===== src/rtl/ez90_mem_arb_if.sv =====
// Request/response bus of the eZ90 P7 memory arbiter: load and store issue queues,
// the single core memory port, and the return paths to each requester.
interface ez90_mem_arb_if #(
  parameter int unsigned ADDR_W = 24,
  parameter int unsigned DATA_W = 32,
  parameter int unsigned TAG_W  = 4
);
  logic              ld_req_valid;
  logic              ld_req_ready;
  logic [ADDR_W-1:0] ld_req_addr;
  logic [TAG_W-1:0]  ld_req_tag;

  logic              st_req_valid;
  logic              st_req_ready;
  logic [ADDR_W-1:0] st_req_addr;
  logic [DATA_W-1:0] st_req_data;
  logic [TAG_W-1:0]  st_req_tag;

  logic              mem_req_valid;
  logic              mem_req_ready;
  logic              mem_req_we;
  logic [ADDR_W-1:0] mem_req_addr;
  logic [DATA_W-1:0] mem_req_wdata;
  logic              mem_rsp_valid;
  logic [DATA_W-1:0] mem_rsp_rdata;

  logic              ld_rsp_valid;
  logic [DATA_W-1:0] ld_rsp_data;
  logic [TAG_W-1:0]  ld_rsp_tag;
  logic              st_ack_valid;
  logic [TAG_W-1:0]  st_ack_tag;

  // Arbiter side.
  modport master (
    input  ld_req_valid, ld_req_addr, ld_req_tag,
    output ld_req_ready,
    input  st_req_valid, st_req_addr, st_req_data, st_req_tag,
    output st_req_ready,
    output mem_req_valid, mem_req_we, mem_req_addr, mem_req_wdata,
    input  mem_req_ready, mem_rsp_valid, mem_rsp_rdata,
    output ld_rsp_valid, ld_rsp_data, ld_rsp_tag,
    output st_ack_valid, st_ack_tag
  );

  // Requester and memory side.
  modport slave (
    output ld_req_valid, ld_req_addr, ld_req_tag,
    input  ld_req_ready,
    output st_req_valid, st_req_addr, st_req_data, st_req_tag,
    input  st_req_ready,
    input  mem_req_valid, mem_req_we, mem_req_addr, mem_req_wdata,
    output mem_req_ready, mem_rsp_valid, mem_rsp_rdata,
    input  ld_rsp_valid, ld_rsp_data, ld_rsp_tag,
    input  st_ack_valid, st_ack_tag
  );
endinterface


===== src/rtl/ez90_mem_arb.sv =====
// Round-robin load/store arbiter driving the single memory port with one outstanding
// transaction; flush drops pending load responses but never disturbs the bus protocol.
module ez90_mem_arb #(
  parameter int unsigned ADDR_W = 24,
  parameter int unsigned DATA_W = 32,
  parameter int unsigned TAG_W  = 4
) (
  input  logic          clk,
  input  logic          rst_n,
  input  logic          flush,
  output logic          busy,
  ez90_mem_arb_if.master bus
);

  typedef enum logic [1:0] {StIdle, StReq, StWait} state_e;
  localparam logic OwnLd = 1'b0;
  localparam logic OwnSt = 1'b1;

  state_e            state_q, state_d;
  logic              owner_q, owner_d;
  logic [ADDR_W-1:0] addr_q, addr_d;
  logic [DATA_W-1:0] wdata_q, wdata_d;
  logic [TAG_W-1:0]  tag_q, tag_d;
  logic              we_q, we_d;
  logic              drop_q, drop_d;
  logic              last_grant_q, last_grant_d;

  logic ld_ok, grant_ld, grant_st, rsp_fire;

  always_comb begin
    state_d      = state_q;
    owner_d      = owner_q;
    addr_d       = addr_q;
    wdata_d      = wdata_q;
    tag_d        = tag_q;
    we_d         = we_q;
    drop_d       = drop_q;
    last_grant_d = last_grant_q;
    ld_ok        = 1'b0;
    grant_ld     = 1'b0;
    grant_st     = 1'b0;

    unique case (state_q)
      StIdle: begin
        // A flushed load is invisible to arbitration, so it cannot consume a turn.
        ld_ok    = bus.ld_req_valid && !flush;
        grant_st = bus.st_req_valid && (!ld_ok || (last_grant_q == OwnLd));
        grant_ld = ld_ok && !grant_st;
        if (grant_st) begin
          state_d      = StReq;
          owner_d      = OwnSt;
          last_grant_d = OwnSt;
          addr_d       = bus.st_req_addr;
          wdata_d      = bus.st_req_data;
          tag_d        = bus.st_req_tag;
          we_d         = 1'b1;
          drop_d       = 1'b0;
        end else if (grant_ld) begin
          state_d      = StReq;
          owner_d      = OwnLd;
          last_grant_d = OwnLd;
          addr_d       = bus.ld_req_addr;
          wdata_d      = '0;
          tag_d        = bus.ld_req_tag;
          we_d         = 1'b0;
          drop_d       = 1'b0;
        end
      end
      StReq: begin
        if (bus.mem_req_ready) state_d = StWait;
      end
      StWait: begin
        if (bus.mem_rsp_valid) state_d = StIdle;
      end
      default: state_d = StIdle;
    endcase

    if ((state_q != StIdle) && (owner_q == OwnLd) && flush) drop_d = 1'b1;
  end

  always_ff @(posedge clk or negedge rst_n) begin
    if (!rst_n) begin
      state_q      <= StIdle;
      owner_q      <= OwnLd;
      addr_q       <= '0;
      wdata_q      <= '0;
      tag_q        <= '0;
      we_q         <= 1'b0;
      drop_q       <= 1'b0;
      last_grant_q <= OwnSt;
    end else begin
      state_q      <= state_d;
      owner_q      <= owner_d;
      addr_q       <= addr_d;
      wdata_q      <= wdata_d;
      tag_q        <= tag_d;
      we_q         <= we_d;
      drop_q       <= drop_d;
      last_grant_q <= last_grant_d;
    end
  end

  // Grants are combinational from requester valids, so hold them off while in reset.
  assign bus.ld_req_ready  = rst_n && grant_ld;
  assign bus.st_req_ready  = rst_n && grant_st;

  assign bus.mem_req_valid = (state_q == StReq);
  assign bus.mem_req_we    = we_q;
  assign bus.mem_req_addr  = addr_q;
  assign bus.mem_req_wdata = wdata_q;

  assign rsp_fire          = (state_q == StWait) && bus.mem_rsp_valid;
  assign bus.st_ack_valid  = rsp_fire && (owner_q == OwnSt);
  assign bus.st_ack_tag    = bus.st_ack_valid ? tag_q : '0;
  assign bus.ld_rsp_valid  = rsp_fire && (owner_q == OwnLd) && !drop_q && !flush;
  assign bus.ld_rsp_data   = bus.ld_rsp_valid ? bus.mem_rsp_rdata : '0;
  assign bus.ld_rsp_tag    = bus.ld_rsp_valid ? tag_q : '0;

  assign busy              = (state_q != StIdle);

endmodule


===== src/flat_wrapper.sv =====
// flat-port wrapper written by rule: the top's interface ports become plain ports
module ez90_mem_arb_flat 
#(
  parameter int unsigned ADDR_W = 24,
  parameter int unsigned DATA_W = 32,
  parameter int unsigned TAG_W  = 4
)
  (clk, rst_n, flush, busy, bus_ld_req_valid, bus_ld_req_addr, bus_ld_req_tag, bus_ld_req_ready, bus_st_req_valid, bus_st_req_addr, bus_st_req_data, bus_st_req_tag, bus_st_req_ready, bus_mem_req_valid, bus_mem_req_we, bus_mem_req_addr, bus_mem_req_wdata, bus_mem_req_ready, bus_mem_rsp_valid, bus_mem_rsp_rdata, bus_ld_rsp_valid, bus_ld_rsp_data, bus_ld_rsp_tag, bus_st_ack_valid, bus_st_ack_tag);
  ez90_mem_arb_if #(.ADDR_W(ADDR_W), .DATA_W(DATA_W), .TAG_W(TAG_W)) bus_i ();
  input  logic clk;
  input  logic rst_n;
  input  logic flush;
  output logic busy;
  input wire logic [$bits(bus_i.ld_req_valid)-1:0] bus_ld_req_valid;
  input wire logic [$bits(bus_i.ld_req_addr)-1:0] bus_ld_req_addr;
  input wire logic [$bits(bus_i.ld_req_tag)-1:0] bus_ld_req_tag;
  output wire logic [$bits(bus_i.ld_req_ready)-1:0] bus_ld_req_ready;
  input wire logic [$bits(bus_i.st_req_valid)-1:0] bus_st_req_valid;
  input wire logic [$bits(bus_i.st_req_addr)-1:0] bus_st_req_addr;
  input wire logic [$bits(bus_i.st_req_data)-1:0] bus_st_req_data;
  input wire logic [$bits(bus_i.st_req_tag)-1:0] bus_st_req_tag;
  output wire logic [$bits(bus_i.st_req_ready)-1:0] bus_st_req_ready;
  output wire logic [$bits(bus_i.mem_req_valid)-1:0] bus_mem_req_valid;
  output wire logic [$bits(bus_i.mem_req_we)-1:0] bus_mem_req_we;
  output wire logic [$bits(bus_i.mem_req_addr)-1:0] bus_mem_req_addr;
  output wire logic [$bits(bus_i.mem_req_wdata)-1:0] bus_mem_req_wdata;
  input wire logic [$bits(bus_i.mem_req_ready)-1:0] bus_mem_req_ready;
  input wire logic [$bits(bus_i.mem_rsp_valid)-1:0] bus_mem_rsp_valid;
  input wire logic [$bits(bus_i.mem_rsp_rdata)-1:0] bus_mem_rsp_rdata;
  output wire logic [$bits(bus_i.ld_rsp_valid)-1:0] bus_ld_rsp_valid;
  output wire logic [$bits(bus_i.ld_rsp_data)-1:0] bus_ld_rsp_data;
  output wire logic [$bits(bus_i.ld_rsp_tag)-1:0] bus_ld_rsp_tag;
  output wire logic [$bits(bus_i.st_ack_valid)-1:0] bus_st_ack_valid;
  output wire logic [$bits(bus_i.st_ack_tag)-1:0] bus_st_ack_tag;
  assign bus_i.ld_req_valid = bus_ld_req_valid;
  assign bus_i.ld_req_addr = bus_ld_req_addr;
  assign bus_i.ld_req_tag = bus_ld_req_tag;
  assign bus_ld_req_ready = bus_i.ld_req_ready;
  assign bus_i.st_req_valid = bus_st_req_valid;
  assign bus_i.st_req_addr = bus_st_req_addr;
  assign bus_i.st_req_data = bus_st_req_data;
  assign bus_i.st_req_tag = bus_st_req_tag;
  assign bus_st_req_ready = bus_i.st_req_ready;
  assign bus_mem_req_valid = bus_i.mem_req_valid;
  assign bus_mem_req_we = bus_i.mem_req_we;
  assign bus_mem_req_addr = bus_i.mem_req_addr;
  assign bus_mem_req_wdata = bus_i.mem_req_wdata;
  assign bus_i.mem_req_ready = bus_mem_req_ready;
  assign bus_i.mem_rsp_valid = bus_mem_rsp_valid;
  assign bus_i.mem_rsp_rdata = bus_mem_rsp_rdata;
  assign bus_ld_rsp_valid = bus_i.ld_rsp_valid;
  assign bus_ld_rsp_data = bus_i.ld_rsp_data;
  assign bus_ld_rsp_tag = bus_i.ld_rsp_tag;
  assign bus_st_ack_valid = bus_i.st_ack_valid;
  assign bus_st_ack_tag = bus_i.st_ack_tag;
  ez90_mem_arb #(.ADDR_W(ADDR_W), .DATA_W(DATA_W), .TAG_W(TAG_W)) u_core (.clk(clk), .rst_n(rst_n), .flush(flush), .busy(busy), .bus(bus_i));
endmodule

===== config.mk =====
export PLATFORM = sky130hd
export DESIGN_NAME = ez90_mem_arb_flat
export DESIGN_NICKNAME = d
export VERILOG_FILES = /design/src/rtl/ez90_mem_arb_if.sv /design/src/rtl/ez90_mem_arb.sv /design/src/flat_wrapper.sv
export SDC_FILE = /design/constraint.sdc
export NUM_CORES = 1
export LEC_CHECK = 0
export ABC_AREA = 1
export CORE_ASPECT_RATIO = 1.25
export CORE_MARGIN = 2
export CORE_UTILIZATION = 33
export DETAILED_ROUTE_END_ITERATION = 12
export PLACE_DENSITY = 0.78
export SETUP_SLACK_MARGIN = 0.1
export SYNTH_ARGS = -nofsm -noshare
export SYNTH_HDL_FRONTEND = slang
export SYNTH_SLANG_ARGS = --single-unit

===== constraint.sdc =====
create_clock -name clk -period 1.2 [get_ports clk]
set_input_delay 0.12 -clock clk [delete_from_list [all_inputs] [get_ports clk]]
set_output_delay 0.12 -clock clk [all_outputs]
set_load 0.01 [all_outputs]

==> metrics.md <==
| Metric | Value |
|---|---|
| Status | `complete, but fails checks` |
| Failing checks | `setup timing` |
| Vias/cell | `4.74` |
| Per-cell routed wire length | `16.0 µm` |
| Max Slew Vio Count | `0` |
| H-tree levels | `3` |
| CTS Sinks | `65` |
| Post-synthesis sequential area ratio | `46.5%` |
| Post-detail-place hpwl | `9170 µm` |
| Path depth of the worst reg2reg path | `10` |
| Sequential Area | `1630 µm²` |
| WP data arrival | `1860 ps` |
| Remaining DRCs | `0` |
| Met1 Wirelength | `4820 µm` |
| FF-to-FF setup slack | `-440 ps` |
| Period utilisation layout | `137%` |
| Slew @ Worst Pin | `850 ps` |
| Final Power | `15.4 mW` |
| Largest cells by area after synthesis | `dfrtp_1, nand2_1, nand3_1` |
| CTS root buffer | `clkbuf_16` |
| Placed cell count | `858` |
| CTS tree | `yes` |
| Tmin final | `1640 ps` |
| CP Capture Type | `flop` |
| Worst-Skew Late Latency | `340 ps` |
| Final instance area | `7430 µm²` |
| Die W | `96.2 µm` |
| First-pass GRT wire length | `21,100 µm` |
| Cell count after synthesis | `495` |
| Peak VDD IR | `1200 µV` |
| Fillers | `788` |
| Static Leak | `3.86 nW` |
| DIE AREA | `11,500 µm²` |
| Crit path kind | `reg -> reg` |
| Final setup viols | `111` |
| Fin cells | `911` |
| Placeable Area | `10,500 µm²` |
| Vias | `4,318` |
| Worst-path clk slew | `60 ps` |
| ANT nets after route | `0` |
| Area of the multi-input gates | `1980 µm²` |
| EDFF count, synth | `0` |
| Area after DPL | `6270 µm²` |
| Final setup margin | `-442 ps` |
| Met2 Wirelength | `7940 µm` |
| Detailed Route WL | `14,500 µm` |
| Seq cells post-synth | `65` |
| Setup crit end | `u_core.bus.mem_req_addr[11]` |
| DRT Pass-1 Iters | `4` |
| Post-synthesis mux area share | `0%` |
| Clk buf depth | `2` |
| WL met3 | `1210 µm` |
| Total track usage | `24.0%` |
| Top-area cell type share of the netlist area | `45.7%` |
| Avg Inst Size Synth | `7.08 µm²` |
| Clock skew | `8.32 ps` |
| Height of the die | `119 µm` |
| Syn nets | `622` |
| Initial antenna violation count | `0` |
| Cts bufs inserted | `9` |
| Worst slew margin | `43.3%` |
| Row Count | `42` |
| Routability cong. | `0.820` |
| Critical path fanouts, max | `8` |
| PortBufs | `229` |
| Initial Util | `33.5%` |
| Main combinational cell family by area after synthesis | `simple AND/OR/NAND/NOR gates` |
| Dpl ws | `-754 ps` |
| Post-Synth Simple-Gate Area | `35.1%` |
| Pwr Density | `2080 nW/µm²` |
| Startpoint Class | `flop` |
| Critical R2R Capture | `u_core.bus.mem_req_addr[11]` |
| Setup TNS | `-41,030 ps` |
| R2r startpoint | `u_core.state_q[0]` |
| Count leader, synth | `nand2_1` |
| Final core area utilization | `71.1%` |
| Max Fclk | `0.609 GHz` |
| ANT cells | `0` |
| Synth Area in Compound Gates | `1.18%` |
| CP required | `1420 ps` |
| Number of hold buffers added after cts | `0` |
| Synth Area in Adders | `0%` |
| Grt ovf | `0` |
| Synth Flop Type | `dfrtp_1` |
| Syn. warnings | `0` |
| Worst Setup SP | `u_core.state_q[0]` |
| First DRT Iteration DRCs | `182` |
| Most frequent cells after synthesis | `nand2_1, inv_1, nand3_1, dfrtp_1, nor2_1` |
| Share of cells above drive strength 1 | `41.2%` |
| RSZ-0062 raised after global routing | `yes` |
| DR top layer | `met4` |
| Count of final hold-check violations | `0` |
| Vias in the first global route | `4,380` |
| Number of max-cap violations | `0` |
| Fraction of registers with async set/reset | `100%` |
| Final hold slack | `30.6 ps` |
| Post-Synth XOR/XNOR Area | `0%` |
| Nets | `901` |
| Hold Crit Class | `in -> async` |
| Synthesized area | `3500 µm²` |
| Num ports | `230` |
| Library cells used by synthesis | `18` |
| Syn-to-layout area delta | `112%` |
| Pin count of the biggest net entering global routing | `66` |
| Largest area contributor in the netlist | `dfrtp_1` |
==> per-layer routing <==
layer	vias to the layer above	GRT usage [%]
met4	0	12.3
li1	2032	-
met2	205	44.0
met5	-	0
met3	41	4.05
met1	2040	25.4
==> how the worst min path moves through the flow <==
stage / from / end / slack (ps) / depth (start not counted)
2_1_floorplan: rst_n / u_core.bus.mem_req_addr[0] / -180 / 0
3_3_place_gp: rst_n / u_core.bus.mem_req_wdata[22] / 390 / 2
3_5_place_dp: rst_n / u_core.state_q[0] / 400 / 2
4_1_cts: rst_n / u_core.bus.mem_req_wdata[22] / 40 / 2
5_1_grt: rst_n / u_core.bus.mem_req_wdata[22] / 140 / 2
6_report: rst_n / u_core.bus.mem_req_wdata[22] / 30 / 2
==> layout make-up <==
class | instances | area share [%]
Inverter | 105 | 5.54
Clock inverter | 6 | 1.55
Tap cell | 132 | 2.22
Clock buffer | 10 | 3.08
Sequential cell | 65 | 21.9
Timing Repair Buffer | 295 | 39.0
Multi-Input combinational cell | 298 | 26.7
==> cells in the final DEF (no fill, tap or decap), types with 2 or more instances in the layout <==
master and count:
clkdlybuf4s50_1 125, inv_1 96, nand2_1 82, nand3_1 69, dfrtp_1 64, nand2_2 55, buf_6 52, clkbuf_2 39
nor2_4 35, buf_4 30, nand3_2 19, nand2_4 17, buf_2 15, clkbuf_16 11, clkdlybuf4s15_1 11, buf_12 10
nor2_1 6, inv_2 5, nand3_4 5, buf_8 5, buf_16 4, nor2_2 3, bufinv_16 3, inv_4 2
clkinv_4 2, o21ai_0 2, clkdlybuf4s15_2 2
==> where the power goes <==
group          internal [mW]  switching, mW
registers               3.24          0.773
clock network           2.04           1.01
logic                   4.16           4.21
==> state kept, by name (all words and copies together), names as in the netlist <==
signal and count:
u_core.bus.mem_req_addr 24, u_core.bus.mem_req_wdata 32, u_core.drop_q 1, u_core.last_grant_q 1, u_core.owner_q 1, u_core.state_q 2
u_core.tag_q 4
==> worst max-delay path, cell delays in order, from the launching register on <==
cell and delay, ps:
dfrtp_1 400, inv_2 80, buf_6 90, buf_8 110, nand2_8 70, a21oi_4 180
clkinv_4 170, buf_6 180, buf_16 140, nand2_2 50, nand2_1 40
==> cells by family (layout without fill, tap and decap cells) <==
| group | Yosys count | count (layout) |
|---|---|---|
| AOI/OAI and AO/OA | 5 | 5 |
| DFF | 65 | 65 |
| and+or+nand+nor | 293 | 293 |
| buffers and inverters | 132 | 416 |
==> repair_timing <==
action / in CTS / in global routing
gates resized for setup: 415 / 154
gates cloned: 10 / 2
pin swaps: 6 / 40
buffers inserted: 20 / 15
setup endpoints to repair: 167 / 144
No activity file was read; power rests on OpenSTA's default activity.
